[src/rtl/cpu_pkg.sv]
// Shared CPU front-end definitions: default widths, fetch FSM states, reset PC.
package cpu_pkg;

  localparam int CPU_AW = 8;
  localparam int CPU_IW = 16;

  localparam logic [CPU_AW-1:0] RESET_PC = '0;

  typedef enum logic [1:0] {
    IDLE = 2'd0,
    REQ  = 2'd1,
    FULL = 2'd2,
    DROP = 2'd3
  } fetch_state_e;

endpackage

[src/rtl/fetch_stage_if.sv]
// Instruction-memory read bus: fetch stage is master, memory is slave.
interface fetch_stage_if
  import cpu_pkg::*;
#(
  parameter int AW = CPU_AW,
  parameter int IW = CPU_IW
);
  logic          imem_req;
  logic [AW-1:0] imem_addr;
  logic          imem_ack;
  logic [IW-1:0] imem_rdata;

  modport master (output imem_req, imem_addr, input  imem_ack, imem_rdata);
  modport slave  (input  imem_req, imem_addr, output imem_ack, imem_rdata);
endinterface

[src/rtl/fetch_stage.sv]
// Fetch stage: req/ack read of imem into the IR, PC step strobe, branch flush.
module fetch_stage
  import cpu_pkg::*;
#(
  parameter int AW = CPU_AW,
  parameter int IW = CPU_IW
) (
  input  logic          clk,
  input  logic          rst,
  input  logic [AW-1:0] pc,
  input  logic          fetch_en,
  input  logic          br_taken,
  fetch_stage_if.master imem,
  output logic [IW-1:0] ir,
  output logic [AW-1:0] ir_pc,
  output logic          ir_valid,
  input  logic          de_ready,
  output logic [AW-1:0] pc_plus_1,
  output logic          pc_step
);

  fetch_state_e  state_q, state_d;
  logic          req_q, req_d;
  logic [AW-1:0] addr_q, addr_d;
  logic [IW-1:0] ir_q, ir_d;
  logic [AW-1:0] ir_pc_q, ir_pc_d;
  logic [AW-1:0] pp1_q, pp1_d;
  logic          irv_q, irv_d;
  logic          step_q, step_d;

  logic ack, handoff;
  assign ack     = req_q & imem.imem_ack;
  assign handoff = irv_q & de_ready;

  // State register
  always_ff @(posedge clk or negedge rst) begin
    if (!rst) state_q <= IDLE;
    else      state_q <= state_d;
  end

  // Next-state: branch outranks ack and handoff; DROP waits out the memory
  always_comb begin
    state_d = state_q;
    case (state_q)
      IDLE: if (fetch_en && !br_taken) state_d = REQ;
      REQ: begin
        if (br_taken)  state_d = ack ? IDLE : DROP;
        else if (ack)  state_d = FULL;
      end
      FULL: begin
        if (br_taken)     state_d = IDLE;
        else if (handoff) state_d = fetch_en ? REQ : IDLE;
      end
      DROP: if (ack) state_d = IDLE;
      default: state_d = IDLE;
    endcase
  end

  // Output/datapath next values; pc_step is a single-cycle pulse
  always_comb begin
    req_d   = req_q;
    addr_d  = addr_q;
    ir_d    = ir_q;
    ir_pc_d = ir_pc_q;
    pp1_d   = pp1_q;
    irv_d   = irv_q;
    step_d  = 1'b0;
    case (state_q)
      IDLE: begin
        if (fetch_en && !br_taken) begin
          req_d  = 1'b1;
          addr_d = pc;
        end
      end
      REQ: begin
        if (br_taken) begin
          // memory cannot abort: keep requesting unless it just acked
          if (ack) req_d = 1'b0;
        end else if (ack) begin
          ir_d    = imem.imem_rdata;
          ir_pc_d = addr_q;
          pp1_d   = addr_q + AW'(1);
          irv_d   = 1'b1;
          step_d  = 1'b1;
          req_d   = 1'b0;
        end
      end
      FULL: begin
        if (!br_taken && handoff) begin
          irv_d = 1'b0;
          if (fetch_en) begin
            req_d  = 1'b1;
            addr_d = pc;
          end
        end
      end
      DROP: if (ack) req_d = 1'b0;
      default: ;
    endcase
    if (br_taken) irv_d = 1'b0;
  end

  // Datapath registers
  always_ff @(posedge clk or negedge rst) begin
    if (!rst) begin
      req_q   <= 1'b0;
      addr_q  <= AW'(RESET_PC);
      ir_q    <= '0;
      ir_pc_q <= AW'(RESET_PC);
      pp1_q   <= AW'(RESET_PC) + AW'(1);
      irv_q   <= 1'b0;
      step_q  <= 1'b0;
    end else begin
      req_q   <= req_d;
      addr_q  <= addr_d;
      ir_q    <= ir_d;
      ir_pc_q <= ir_pc_d;
      pp1_q   <= pp1_d;
      irv_q   <= irv_d;
      step_q  <= step_d;
    end
  end

  assign imem.imem_req  = req_q;
  assign imem.imem_addr = addr_q;
  assign ir             = ir_q;
  assign ir_pc          = ir_pc_q;
  assign ir_valid       = irv_q;
  assign pc_plus_1      = pp1_q;
  assign pc_step        = step_q;

endmodule

[src/flat_wrapper.sv]
// flat-port wrapper written by rule: the top's interface ports become plain ports
module fetch_stage_flat import cpu_pkg::*;
#(
  parameter int AW = CPU_AW,
  parameter int IW = CPU_IW
)
  (clk, rst, pc, fetch_en, br_taken, ir, ir_pc, ir_valid, de_ready, pc_plus_1, pc_step, imem_imem_req, imem_imem_addr, imem_imem_ack, imem_imem_rdata);
  fetch_stage_if #(.AW(AW), .IW(IW)) imem_i ();
  input  logic clk;
  input  logic rst;
  input  logic [AW-1:0] pc;
  input  logic fetch_en;
  input  logic br_taken;
  output logic [IW-1:0] ir;
  output logic [AW-1:0] ir_pc;
  output logic ir_valid;
  input  logic de_ready;
  output logic [AW-1:0] pc_plus_1;
  output logic pc_step;
  output wire logic [$bits(imem_i.imem_req)-1:0] imem_imem_req;
  output wire logic [$bits(imem_i.imem_addr)-1:0] imem_imem_addr;
  input wire logic [$bits(imem_i.imem_ack)-1:0] imem_imem_ack;
  input wire logic [$bits(imem_i.imem_rdata)-1:0] imem_imem_rdata;
  assign imem_imem_req = imem_i.imem_req;
  assign imem_imem_addr = imem_i.imem_addr;
  assign imem_i.imem_ack = imem_imem_ack;
  assign imem_i.imem_rdata = imem_imem_rdata;
  fetch_stage #(.AW(AW), .IW(IW)) u_core (.clk(clk), .rst(rst), .pc(pc), .fetch_en(fetch_en), .br_taken(br_taken), .imem(imem_i), .ir(ir), .ir_pc(ir_pc), .ir_valid(ir_valid), .de_ready(de_ready), .pc_plus_1(pc_plus_1), .pc_step(pc_step));
endmodule
[config.mk]
export PLATFORM = sky130hd
export DESIGN_NAME = fetch_stage_flat
export DESIGN_NICKNAME = d
export VERILOG_FILES = /design/src/rtl/cpu_pkg.sv /design/src/rtl/fetch_stage_if.sv /design/src/rtl/fetch_stage.sv /design/src/flat_wrapper.sv
export SDC_FILE = /design/constraint.sdc
export NUM_CORES = 1
export LEC_CHECK = 0
export BUFFER_PORTS_ARGS = -buffer_cell sky130_fd_sc_hd__buf_4
export CORE_MARGIN = 2
export CORE_UTILIZATION = 51
export DETAILED_ROUTE_END_ITERATION = 8
export PLACE_DENSITY = 0.92
export SETUP_SLACK_MARGIN = 0.5
export SLEW_MARGIN = 20
export SYNTH_ARGS = -nofsm -noshare
export SYNTH_HDL_FRONTEND = slang
export SYNTH_SLANG_ARGS = --single-unit
export TNS_END_PERCENT = 50
[constraint.sdc]
create_clock -name clk -period 2.81 [get_ports clk]
set_input_delay 0.1405 -clock clk [delete_from_list [all_inputs] [get_ports clk]]
set_output_delay 0.1405 -clock clk [all_outputs]
set_load 0.01 [all_outputs]
==> results by group <==
Status
  • Status: complete, no violations

Timing
  • Tmin final: 1.782 ns
  • Setup tns final: 0 ns
  • Final setup margin: 1.028 ns
  • Worst slew margin: 0.6394
  • Fin. Hold Viols: 0
  • Final Skew: 0.01214 ns
  • Final Hold Slack: 0.01138 ns
  • # setup viols final: 0
  • Achievable clock frequency: 0.5613 GHz
  • RSZ-0062 raised after global routing: false
  • Worst-margin pin slew: 0.5409 ns
  • Final Max Tran Viols: 0
  • Crit share post-route: 0.6341

Worst setup path
  • WS Path Type: reg2reg
  • Worst-path fanout max: 39
  • Crit. End Element: flip-flop
  • Crit start category: flip-flop
  • CP Data Required Time: 3.05 ns
  • WP data arrival: 2.02 ns

Yosys
  • Asr flop ratio synth: 1.000
  • Avg Inst Size Synth: 14.53 µm²
  • Post-Syn Nets: 159
  • Most used DFF post-synth: dfrtp_1
  • Number of distinct library cells after synthesis: 26
  • Post-synthesis sequential area ratio: 0.6063
  • Cells after Synth: 128
  • Synth Cell Area: 1859 µm²
  • Synth warnings: 0
  • Synth Register Bits: 45
  • Number of synthesized flops with an enable pin: 0

Pwr
  • Sw frac: 0.3503
  • Power Internal: 0.001762 W
  • Max VDD drop: 0.6054 mV
  • Leak: 1.264 nW
  • Comb pwr share: 0.430
  • Switching pwr: 0.0009502 W
  • Clk network pwr share: 0.121
  • Reg power frac: 0.449
  • Total Power: 0.002712 W
  • Pwr/cell area: 1038 nW/µm²

Global routing
  • Global route total overflow: 0
  • GRT Util Overall: 0.2006
  • Vias in the first global route: 1,339
  • Largest net degree at the start of global routing: 46
  • First-pass GRT wire length: 6251 µm
  • Antenna violations before repair: 0

Place
  • Dpl ws: 1.087 ns
  • Routability Congestion: 0.8189
  • Input/output buffers: 72
  • Hpwl dp: 2786 µm

Clock tree
  • Clk buf depth: 2
  • Setup bufs post-CTS: 0
  • Htree depth: 2
  • TritonCTS buffer count: 5
  • Clock slew at reported path FFs: 0.13 ns
  • Sink Count: 45
  • CTS tree: built
  • Clock latency at the later pin of the worst-skew pair: 0.35 ns
  • CTS root buf: clkbuf_4

Die
  • Site Rows: 21
  • DIE WIDTH: 64.38 µm
  • Die Ht: 64.38 µm
  • IO Pins: 73
  • Initial Util: 0.5443
  • Core Area: 3416 µm²
  • Area of the die: 4145 µm²

Route
  • WL/cell: 15.48 µm
  • WL met1: 1571 µm
  • Drt first pass iters: 4
  • Routed wire length: 4088 µm
  • DR iter-0 viols: 72
  • Antenna Nets Post-Route: 0
  • DRC: 0
  • DR top layer: met4
  • Vias: 1,348
  • Routed vias/inst: 5.106
  • Met3 Wirelength: 301 µm
  • Detail Route met2 WL: 2172 µm

Cells and area
  • Nets: 248
  • Area Growth Syn to Fin: 40.58%
  • Diode count: 0
  • Layout cell share with drive strength beyond 1: 0.5642
  • Number of fill cells: 234

Flow run
  • Max-Cap Viols: 0

Worst hold path
  • Worst min path class: in2reg
## path summary, 6_finish.rpt
kind | cells after the start | endpoint | slack (ns) | start
max | 3 | u_core.ir[13] | 1.03 | u_core.state_q[1]
min | 2 | u_core.ir[14] | 0.01 | imem_imem_rdata[14]
max reg2reg | 3 | u_core.ir[13] | 1.03 | u_core.state_q[1]
min reg2reg | 2 | u_core.pc_plus_1[0] | 0.48 | u_core.pc_plus_1[0]
max in group asynchronous | 2 | u_core.pc_plus_1[0] | 2.13 | rst
min in group asynchronous | 2 | u_core.ir[6] | 0.30 | rst
## state kept, by name, summed over array words and instances, names as in the netlist
signal / count
u_core.pc_plus_1: 8
u_core.imem.imem_req: 1
u_core.imem.imem_addr: 8
u_core.ir_valid: 1
u_core.state_q: 2
u_core.pc_step: 1
u_core.ir_pc: 8
u_core.ir: 16
## power by group through the flow
stage / sequential, W / combinational [W] / clock [W]
after floorplan: 0.00131 / 0.000452 / 0
after global routing: 0.00127 / 0.00125 / 0.000365
after CTS: 0.00121 / 0.00116 / 0.000331
final: 0.00122 / 0.00117 / 0.000328
after detailed placement: 0.00123 / 0.00115 / 0
after global placement: 0.00120 / 0.00111 / 0
## logic make-up after synthesis
kind of cell,Yosys count,share of synthesized area
xor gates and xnor gates,6,0.02827
AOI/OAI and AO/OA,13,0.05519
buffers and inverters,5,0.02826
adders and majority gates,1,0.006728
and+or+nand+nor,23,0.05989
DFF,45,0.6063
muxes,35,0.2153
## metrics by stage
| stage | utilization | std cells | cell area (µm²) |
|---|---|---|---|
| after floorplan | - | 128 | 1859 |
| after global placement | 0.7051 | 242 | 2409 |
| after detailed placement | 0.7051 | 242 | 2409 |
| after CTS | 0.7359 | 254 | 2514 |
| after global routing | 0.7652 | 264 | 2614 |
| final | 0.7652 | 264 | 2614 |
## layout make-up
class,count,area [µm²],area share
Clock inverter,2,13.76,0.005266
Multi-Input combinational cell,78,679.4,0.2599
Clock buffer,6,51.30,0.01963
Sequential cell,45,1127,0.4313
Timing Repair Buffer,86,680.7,0.2604
Tap cell,46,57.56,0.02202
Inverter,1,3.754,0.001436
## critical path: stages, from the launching register on
cell and delay [ns]:
dfrtp_1 0.47, nor2_1 0.19, and4_4 0.60, mux2_2 0.40
## Yosys cell counts (2+ instances only)
master / count / share of area
xnor2_1: 3 / 0.014
a21oi_2: 3 / 0.014
nor2_2: 3 / 0.010
a21oi_1: 4 / 0.011
mux2_2: 32 / 0.19
xor2_1: 3 / 0.014
buf_6: 3 / 0.018
nand2_1: 5 / 0.010
a22o_1: 2 / 0.0094
mux2_4: 2 / 0.016
nor2_1: 8 / 0.016
dfrtp_1: 44 / 0.59
nand3_1: 3 / 0.0081
## metal layers
metal  GRT usage  vias to the layer above
li1            -                      627
met1      0.2384                      653
met2      0.3477                       64
met3     0.06162                        4
met4     0.06383                        0
met5           0                        -
## placed cells by master (no fill, tap or decap)
cell type,count
a31oi_1,1
a21oi_2,3
buf_4,72
dfstp_2,1
mux2_2,32
a21oi_4,1
mux2_4,2
nor3_1,1
xnor2_1,3
a21oi_1,4
dfrtp_1,44
a21o_1,1
dlygate4sd3_1,14
mux2i_1,1
and4_4,1
clkbuf_4,5
clkinv_4,1
clkinv_2,1
nor2_1,8
nor2_2,3
clkbuf_8,1
xor2_1,3
and3_1,1
a22o_1,2
a2bb2oi_1,1
inv_1,1
ha_1,1
nand3_1,3
nand2b_1,1
nand2_1,5
## repair_timing
action,CTS,global route
hold buffers,4,10
resized for setup,0,0
hold endpoints to repair,47,10
No activity file was read; power rests on OpenSTA's default activity.
